[src/rtl/msg_serialiser.sv]
// Packet-to-word serialiser feeding uart_tx: accepts one packet on valid/ready and
// emits it as WORDS_PER_PACKET words, each with a one-cycle start pulse.
module msg_serialiser #(
  parameter int WORD_SIZE        = 8,
  parameter int WORDS_PER_PACKET = 4,
  parameter bit MSB_FIRST        = 1'b1,
  parameter int GAP_CLKS         = 0
) (
  input  logic                                  clk,
  input  logic                                  reset,
  input  logic [WORD_SIZE*WORDS_PER_PACKET-1:0] pkt_in,
  input  logic                                  pkt_valid,
  output logic                                  pkt_ready,
  input  logic                                  uart_ready,
  output logic [WORD_SIZE-1:0]                  data_out,
  output logic                                  data_out_req,
  output logic                                  busy
);

  localparam int PW    = WORD_SIZE * WORDS_PER_PACKET;
  localparam int CNT_W = $clog2(WORDS_PER_PACKET);
  localparam int GAP_W = (GAP_CLKS > 1) ? $clog2(GAP_CLKS) : 1;

  localparam logic [CNT_W-1:0] LAST_WORD = CNT_W'(WORDS_PER_PACKET - 1);
  localparam logic [GAP_W-1:0] GAP_LAST  = GAP_W'((GAP_CLKS > 0) ? GAP_CLKS - 1 : 0);

  generate
    if (WORDS_PER_PACKET < 2) begin : g_bad_words
      $error("msg_serialiser: WORDS_PER_PACKET must be at least 2");
    end
  endgenerate

  typedef enum logic [2:0] {
    S_IDLE,
    S_SEND,
    S_HOLD,
    S_WAIT,
    S_GAP
  } state_t;

  state_t             state;
  logic [PW-1:0]      shift_q;
  logic [CNT_W-1:0]   word_cnt;
  logic [GAP_W-1:0]   gap_cnt;

  logic [WORD_SIZE-1:0] cur_word;
  logic [PW-1:0]        shift_next;

  // The outgoing word always sits at one fixed end of the shift register.
  always_comb begin
    // NOTE: every always_comb output gets a default first so no path can infer a latch.
    cur_word   = '0;
    shift_next = shift_q;
    if (MSB_FIRST) begin
      cur_word   = shift_q[PW-1 -: WORD_SIZE];
      shift_next = shift_q << WORD_SIZE;
    end else begin
      cur_word   = shift_q[WORD_SIZE-1:0];
      shift_next = shift_q >> WORD_SIZE;
    end
  end

  // NOTE: sequential state uses non-blocking assignments so every register samples pre-edge values.
  always_ff @(posedge clk or posedge reset) begin
    if (reset) begin
      state        <= S_IDLE;
      shift_q      <= '0;
      word_cnt     <= '0;
      gap_cnt      <= '0;
      pkt_ready    <= 1'b0;
      data_out     <= '0;
      data_out_req <= 1'b0;
      busy         <= 1'b0;
    end else begin
      data_out_req <= 1'b0;
      unique case (state)
        S_IDLE: begin
          if (pkt_valid && pkt_ready) begin
            shift_q   <= pkt_in;
            word_cnt  <= '0;
            pkt_ready <= 1'b0;
            busy      <= 1'b1;
            state     <= S_SEND;
          end else begin
            pkt_ready <= 1'b1;
          end
        end
        S_SEND: begin
          if (uart_ready) begin
            data_out     <= cur_word;
            data_out_req <= 1'b1;
            state        <= S_HOLD;
          end
        end
        // uart_tx is still registering the start pulse; its ready is stale here.
        S_HOLD: state <= S_WAIT;
        S_WAIT: begin
          if (uart_ready) begin
            if (word_cnt == LAST_WORD) begin
              if (GAP_CLKS == 0) begin
                pkt_ready <= 1'b1;
                busy      <= 1'b0;
                state     <= S_IDLE;
              end else begin
                gap_cnt <= '0;
                state   <= S_GAP;
              end
            end else begin
              shift_q  <= shift_next;
              word_cnt <= word_cnt + 1'b1;
              state    <= S_SEND;
            end
          end
        end
        S_GAP: begin
          if (gap_cnt == GAP_LAST) begin
            pkt_ready <= 1'b1;
            busy      <= 1'b0;
            state     <= S_IDLE;
          end else begin
            gap_cnt <= gap_cnt + 1'b1;
          end
        end
        default: state <= S_IDLE;
      endcase
    end
  end

endmodule

[config.mk]
export PLATFORM = sky130hd
export DESIGN_NAME = msg_serialiser
export DESIGN_NICKNAME = d
export VERILOG_FILES = /design/src/rtl/msg_serialiser.sv
export SDC_FILE = /design/constraint.sdc
export NUM_CORES = 1
export LEC_CHECK = 0
export ABC_AREA = 1
export BUFFER_PORTS_ARGS = -buffer_cell sky130_fd_sc_hd__buf_2
export CAP_MARGIN = 0
export CORE_ASPECT_RATIO = 1.4
export CORE_MARGIN = 8
export CORE_UTILIZATION = 59
export CTS_CLUSTER_SIZE = 25
export DETAILED_ROUTE_END_ITERATION = 8
export PLACE_DENSITY = 0.93
export SLEW_MARGIN = 5
export SYNTH_ARGS = -nofsm -noshare
export SYNTH_HDL_FRONTEND = slang
export SYNTH_SLANG_ARGS = --single-unit
export TNS_END_PERCENT = 1
[constraint.sdc]
create_clock -name clk -period 2.29 [get_ports clk]
set_input_delay 0.458 -clock clk [delete_from_list [all_inputs] [get_ports clk]]
set_output_delay 0.458 -clock clk [all_outputs]
set_load 0.005 [all_outputs]
### Yosys cells after proc, flatten, opt, wreduce, memory -nomap -nowiden

Index checks and enable logic that the tools add are counted.

| operators by class | value |
|---|---|
| reductions and logical operators | 9 |
| equality and inequality tests | 11 |
| muxes and demuxes | 27 |
| add/sub/neg operators | 2 |

Operator list:

| cell | number |
|---|---|
| $mux W32 | 3 |
| $pmux W32 S2 | 1 |
| $pmux W3 S5 | 1 |
| $mux W1 | 12 |
| $mux W3 | 4 |
| $ne A2 B2 Y1 const B | 6 |
| $reduce_and A4 Y1 | 3 |
| $eq A3 B2 Y1 const B | 2 |
| $mux W2 | 3 |
| $pmux W1 S3 | 2 |
| $reduce_and A5 Y1 | 1 |
| $pmux W2 S2 | 1 |
| $eq A3 B1 Y1 const B | 1 |
| $eq A3 B3 Y1 const B | 1 |
| $logic_not A3 Y1 | 1 |
| $reduce_bool A3 Y1 | 1 |
| $add A2 B1 Y2 const B | 1 |
| $eq A2 B2 Y1 const B | 1 |
| $reduce_and A2 Y1 | 1 |
| $reduce_bool A2 Y1 | 1 |
| $add A1 B1 Y1 const B | 1 |
| $logic_and A1 B1 Y1 | 1 |

| storage, ports and cells | value |
|---|---|
| output and inout port bits | 11 |
| bits in registers | 49 |

### Depth between registers and ports, before layout

Gate-level depths: netlist of run 1.

| logic depth | value |
|---|---|
| word-level depth | 4 |
| gate-level depth with buffers | 9 |

### Least setup slack after synthesis of run 1

OpenSTA, ideal clock, no wires.

| path | value |
|---|---|
| kind | register to register |
| start point | register state[0] |
| end point | register shift_q[0] |
| path slack | 899 ps |
| arrival time | 1,270 ps |
| stages on the path, launching flop included | 8 |
| library setup time | 121 ps |
| period minus slack after synthesis | 1,391 ps |
| path through | dfrtp_1 inv_1 ha_1 nand2_1 nand2_4 buf_2 o21bai_1 nand2_1 |

| on the way | value |
|---|---|
| word-level cells in the longest chain between the ends | 3 |
| elaborated cells between the ends (all ways) | 8 |
| classes of those cells | 4 x eq/ne; 1 x mux; 3 x reduce/logical |

Ends and longest elaborated chain:

| element | RTL line | RTL |
|---|---|---|
| start: declaration | 41 | `state_t state;` |
| start signal: assignment | 66 | `state <= S_IDLE;` |
| start signal: assignment | 83 | `state <= S_SEND;` |
| start signal: assignment | 92 | `state <= S_HOLD;` |
| $eq A3 B2 Y1 or $logic_not A3 Y1 (tied branches) | 76 | `unique case (state)` |
| $ne A2 B2 Y1 (no source line) or $reduce_bool A2 Y1 (tied branches) | n/a |  |
| $reduce_and A4 Y1 (no source line) | n/a |  |
| end signal: assignment | 79 | `shift_q <= pkt_in;` |
| end signal: assignment | 109 | `shift_q <= shift_next;` |
| end: declaration | 42 | `logic [PW-1:0] shift_q;` |

Parallel ways exist; a longest one is shown, timed or not.
A chain may end at the register's enable or synchronous reset.

### Worst setup path in the final report of run 1

| path | value |
|---|---|
| start point | register state[0] |
| end point | register word_cnt[1] |

| on the way | value |
|---|---|
| word-level cells in the longest chain between the ends | 3 |
| elaborated cells between the ends (all ways) | 8 |
| classes of those cells | 4 x eq/ne; 1 x mux; 3 x reduce/logical |

Ends and longest elaborated chain:

| element | RTL line | RTL |
|---|---|---|
| $eq A3 B2 Y1 or $logic_not A3 Y1 (tied branches) | 76 |  |
| $ne A2 B2 Y1 (no source line) or $reduce_bool A2 Y1 (tied branches) | n/a |  |
| $reduce_and A4 Y1 (no source line) | n/a |  |
| end signal: assignment | 110 | `word_cnt <= word_cnt + 1'b1;` |
| end: declaration | 43 | `logic [CNT_W-1:0] word_cnt;` |

Parallel ways exist; a longest one is shown, timed or not.

==> metrics.md, run 1 <==
| Metric | Value |
|---|---|
| Gr ovfl total | `0` |
| Via/cell ratio | `5.05` |
| Die W | `approximately 71 um` |
| Post-synthesis average cell area | `7.65 um2` |
| Clock latency on the worst-skew pair | `0.29 ns` |
| DR top layer | `met4` |
| Fin crit period | `2.05 ns` |
| Setup bufs post-CTS | `0` |
| Largest net degree at the start of global routing | `51` |
| Period utilization | `0.897` |
| DRC violations left | `0` |
| Worst stage delay on the critical path | `0.46 ns` |
| TritonRoute pass-1 iters | `4` |
| Critical path class | `reg -> reg` |
| Most frequent CP cell | `nand2_1` |
| CP max FO | `35` |
| Final hold violation count | `0` |
| Crit-path cells | `ha_1 -> inv_2 -> nand2_1 -> nand2_4 -> nor2_8 -> nand2_1 -> nand2_1` |
| CTS root buffer | `clkbuf_8` |
| Internal cell power | `~2200 uW` |
| Routed vias | `about 2100` |
| Worst path slowest cell | `ha_1` |
| Hold Crit Class | `in -> async` |
| RSZ-0062 raised after global routing | `false` |
| Final core utilization | `0.684` |
| Complex-gate fraction of the synthesized area | `0.168` |
| Die ar. | `6670 um2` |
| Number of setup violations in the final report | `0` |
| Simple-gate area share of the yosys netlist | `0.223` |
| Fin Setup TNS | `0 ns` |
| Core area | `4170 um2` |
| Seq/Total Area, Yosys | `0.465` |
| Vias in the first global route | `2050` |
| Lkg Pwr | `between 0.0015 and 0.002 uW` |
| Pwr Density | `1370 nW/um2` |
| Max-cap violations | `0` |
| Htree depth | `2` |
| Worst relative slew slack | `0.490` |
| Global-route wire length before repair | `8810 um` |
| Number of CTS-inserted buffers | `5` |
| Overall routed net length | `5250 um` |
| CTS tree | `built` |
| Share of layout cells above drive strength 1 | `0.162` |
| Post-DP HPWL | `3560 um` |
| Mux contribution to synthesized area | `0` |
| Synthesized flop and latch total | `47` |
| Slew @ Worst Pin | `approximately 0.76 ns` |
| Clock input transition at the sequential cells of the worst setup and hold paths | `roughly 0.080 ns` |
| Logic pwr share | `0.501` |
| Total net switching power | `1690 uW` |
| WP buf/inv | `1` |
| Critical Path Start Type | `register` |
| Met2 wire len | `2730 um` |
| Die Y | `around 94 um` |
| Crit path capture type | `register` |
| Synth Instances | `331` |
| Nets@finish | `413` |
| Clock power frac | `0.149` |
| Antenna diode count | `0` |
| Initial antenna violation count | `0` |
| Slew Viols, Final | `0` |
| Distinct cells, synth | `15` |
| Largest family of logic cells by synthesized area | `simple AND/OR/NAND/NOR gates` |
| GRT Total Usage | `0.164` |
| Sequential share of power | `0.351` |
| Rows | `28` |
| Delay-heaviest family, CP | `simple AND/OR/NAND/NOR gates` |
| Synth Net Count | `373` |
| Synth Cell Area | `2530 um2` |
| Initial Util | `0.607` |
| Net Sw Frac | `0.432` |
| IO Count | `47` |
| Status | `finished, final reports clean` |
| WP data required | `2.52 ns` |
| DR iter-0 viols | `149` |
| Clock Path Buffers | `2` |
| Arrival time worst endpoint | `2.29 ns` |
| Wl on met1 | `between 2000 and 2500 um` |
| DR WL/cell | `12.6 um` |
| Fraction of synthesized cell area in xor and xnor cells | `0` |
| Synth warn | `0` |
| Port Buffer Count | `between 40 and 50` |
| Layout area overhead | `12.7%` |
| Clock Skew | `0.00528 ns` |
| Post-DRT Antenna Nets | `0` |
| Clock sink count | `47` |
| Post-CTS Hold Buffers | `0` |
| Fmax | `487 MHz` |
| Met3 WL | `about 300 um` |
| Synth Area in Adders | `0.0297` |
| CTS-repair resized insts | `0` |
| VDD IR max | `0.000660 V` |
| Gp weighted congestion | `0.764` |
[cells by family after synthesis]
family / count (synthesis)
AND/OR/NAND/NOR: 141
buffers and inverters: 69
flip-flops: 47
adder cells (fa/ha/maj): 6
AO/OA/AOI/OAI: 68
[cell usage after synthesis]
cell        n  area [um2]
inv_1      52         195
nand4_1     1        6.26
dfrtp_1    47        1180
nand2_4     2        22.5
o21ai_0    34         170
nor2_8      1        20.0
inv_2       1        3.75
buf_6       3        33.8
nand2_1   124         465
ha_1        6        75.1
o21bai_1   34         255
buf_2       7        35.0
clkbuf_1    6        22.5
nor2_1     12        45.0
nand3_1     1        5.00
[path summary, 6_finish.rpt]
kind | start | end | slack (ns) | cells past startpoint
worst max-delay path | state[0] | word_cnt[1] | 0.24 | 7
worst max register to register | state[0] | word_cnt[1] | 0.24 | 7
worst min register to register | busy | busy | 0.47 | 2
min in group clk | pkt_valid | busy | 0.43 | 3
worst min-delay path | reset | shift_q[28] | 0.30 | 2
max in group asynchronous | reset | shift_q[12] | 1.40 | 3
[stage by stage]
stage               cell area [um2]  cells  total power, uW  setup WS (ns)  hold WS [ns]
CTS                            2850    416             3930          0.265         0.316
global placement               2750    409             3230          0.375         0.452
detailed placement             2750    409             3320          0.301         0.462
finish                         2850    416             3920          0.235         0.295
floorplan                      2530    331             3000          0.716         0.464
global route                   2850    416             4270         0.0862         0.355
[power groups by stage]
stage,logic [uW],registers (uW),clock network [uW]
6_report,1960,1370,582
3_3_place_gp,1870,1360,0
4_1_cts,1960,1370,592
2_1_floorplan,1630,1370,0
3_5_place_dp,1930,1390,0
5_1_grt,2230,1410,630
[layer usage]
metal | up-vias | global-route usage
li1 | 1080 | -
met1 | 959 | 0.180
met2 | 55 | 0.294
met3 | 8 | 0.0375
met4 | 0 | 0.0645
met5 | - | 0
[worst register-to-register path, cell delays in order, from the launching register on]
cell and delay, ns:
dfrtp_1 0.42, ha_1 0.46, inv_2 0.07, nand2_1 0.12, nand2_4 0.23, nor2_8 0.47, nand2_1 0.14, nand2_1 0.09
[final cells by class]
type | instances | area [um2]
multi-input combinational | 215 | 1060
timing repair buffer | 49 | 253
fill | 348 | 1320
inverter | 53 | 199
clock inverter | 1 | 30.0
sequential | 47 | 1180
clock buffer | 6 | 72.6
tap | 45 | 56.3
[placed cells by master, fill, tap and decap left out, types with 3 or more instances in the layout]
master,Yosys,final
dfrtp_1,47,47
nand2_1,124,124
o21bai_1,34,34
clkbuf_8,0,5
ha_1,6,6
buf_2,7,46
inv_1,52,51
nor2_1,12,12
buf_4,0,3
o21ai_0,34,34
[registers in the layout (all words and copies together) (netlist names)]
signal and count:
word_cnt 2, state 2, shift_q 32, pkt_ready 1, data_out 8, busy 1, data_out_req 1
(Power assumes the default switching activity.)
==> run 2: changes to the inputs <==
==> constraint.sdc (replaced) <==
create_clock -name clk -period 2.5 [get_ports clk]
set_input_delay 0.5 -clock clk [delete_from_list [all_inputs] [get_ports clk]]
set_output_delay 0.5 -clock clk [all_outputs]
set_load 0.005 [all_outputs]
==> run 2 against run 1 <==
Hold slack gained 0.040 ns. Largest cell class unchanged. Core utilization fell by 0.36 points. Combinational power decreased by 9%. Largest power group unchanged. First-iteration DRC count down 36%. Sequential share of layout area grew 0.22 points. Maximum frequency rose by 7.4%.
==> metrics.md, run 2 (synthesis results as in run 1) <==
| Metric | Value |
|---|---|
| Initial Util | `0.607` |
| Crit-path cells | `ha_1 -> inv_2 -> nand2_1 -> nand2_4 -> nor2_8 -> nand2_1 -> nand2_1` |
| Rows | `28` |
| Overall routed net length | `4890 um` |
| Die Y | `93.5 um` |
| Post-DRT Antenna Nets | `0` |
| Routed vias | `2049` |
| CTS root buffer | `clkbuf_8` |
| Reg-to-reg startpoint | `state[0]` |
| Reg2Reg Depth | `7` |
| Reg2reg setup slack | `0.59 ns` |
| Period utilization | `0.765` |
| DP Area | `approximately 2700 um2` |
| Critical path class | `reg -> reg` |
| Share of layout cells above drive strength 1 | `0.164` |
| Port Buffer Count | `46` |
| Post-DP HPWL | `3380 um` |
| Hold_ws | `0.336 ns` |
| Fin Setup TNS | `0 ns` |
| Fin crit period | `between 1.5 and 2 ns` |
| Number of setup violations in the final report | `0` |
| Die W | `71.4 um` |
| Critical Path Start Type | `register` |
| DR WL/cell | `11.7 um` |
| Sequential cell area | `1180 um2` |
| Core area | `4170 um2` |
| Most flops, register | `shift_q` |
| Via/cell ratio | `4.93` |
| Crit path capture type | `register` |
| Final hold violation count | `0` |
| Pwr Density | `roughly 1200 nW/um2` |
| Vias in the first global route | `2072` |
| DRC violations left | `0` |
| Clock Path Buffers | `2` |
| Worst relative slew slack | `0.615` |
| Max-cap violations | `0` |
| Clock sink count | `47` |
| WP data required | `2.74 ns` |
| Most frequent CP cell | `nand2_1` |
| Final core utilization | `0.680` |
| WP buf/inv | `1` |
| Layout Cells excl Fill | `416` |
| Clock latency on the worst-skew pair | `about 0.30 ns` |
| Delay-heaviest family, CP | `simple AND/OR/NAND/NOR gates` |
| Max FFs per register | `32` |
| Placed Cells | `slightly above 400` |
| Gr ovfl total | `0` |
| CTS tree | `built` |
| Hold Crit Class | `in -> async` |
| DR iter-0 viols | `95` |
| Die ar. | `6670 um2` |
| GRT Total Usage | `0.157` |
| IO Count | `47` |
| Fillers | `360` |
| Gp weighted congestion | `0.763` |
| Largest net degree at the start of global routing | `51` |
| Commonest non-fill, non-tap cells in the layout | `124 x nand2_1, 51 x inv_1, 47 x dfrtp_1, 46 x buf_2` |
| Lkg Pwr | `0.00171 uW` |
| Status | `finished, final reports clean` |
| Nets@finish | `413` |
| Slew @ Worst Pin | `~0.58 ns` |
| RSZ-0062 raised after global routing | `false` |
| Initial antenna violation count | `0` |
| Crit Reg-Reg Endpoint | `shift_q[21]` |
| Commonest non-fill, non-tap cell in the layout | `nand2_1` |
| Post-CTS Hold Buffers | `0` |
| Worst path slowest cell | `ha_1` |
| VDD IR max | `0.000566 V` |
| Fmax | `523 MHz` |
| Multi-input logic area | `1060 um2` |
| Critical path depth | `7` |
| CP max FO | `34` |
| Final instance area | `2840 um2` |
| Clock input transition at the sequential cells of the worst setup and hold paths | `0.08 ns` |
| Number of CTS-inserted buffers | `5` |
| Arrival time worst endpoint | `2.15 ns` |
| Slew Viols, Final | `0` |
| Antenna diode count | `0` |
| Worst stage delay on the critical path | `0.47 ns` |
| Layout area overhead | `12.1%` |
| Top flop regs | `shift_q x32, data_out x8` |
| TritonRoute pass-1 iters | `4` |
| CTS-repair resized insts | `0` |
| Htree depth | `2` |
| Clock Skew | `0.00365 ns` |
| Global-route wire length before repair | `8480 um` |
| Setup bufs post-CTS | `0` |
run 2: per-layer routing:
layer,track usage,part of all wire
met1,0.164,0.45
met2,0.287,0.49
met3,0.0396,0.043
met4,0.0662,0.016
met5,0,0
run 2: worst register-to-register path, delay by kind of cell (launching register included):
family | cells | cell delay, ns
fa+ha+maj | 1 | 0.48
buf+inv | 1 | 0.08
flops | 1 | 0.42
simple gates | 5 | 0.89
run 2: layout make-up:
type                    count  share of cell area
clock buffers               6              0.0291
well taps                  45              0.0199
flip-flops and latches     47               0.415
clock inverters             1             0.00176
multi-input cells         215               0.375
repair buffers             49              0.0891
inverters                  53              0.0701
run 2: how the worst max path moves through the flow:
stage	startpoint	endpoint	slack, ns
5_1_grt	state[0]	shift_q[7]	0.36
3_3_place_gp	state[1]	shift_q[21]	0.66
3_5_place_dp	state[0]	shift_q[26]	0.59
6_report	state[0]	shift_q[21]	0.59
2_1_floorplan	reset	busy	0.88
4_1_cts	state[0]	shift_q[26]	0.56
run 2: where the power goes:
part	leakage, uW	switching [uW]	internal [uW]
logic	0.00107	1150	634
clock network	0.0000470	244	217
registers	0.000590	132	1130
run 2: per-stage QoR:
stage	power, uW	worst slack, ns
2_1_floorplan	2750	0.884
3_3_place_gp	2980	0.663
3_5_place_dp	3050	0.586
4_1_cts	3520	0.558
5_1_grt	3870	0.359
6_report	3500	0.587
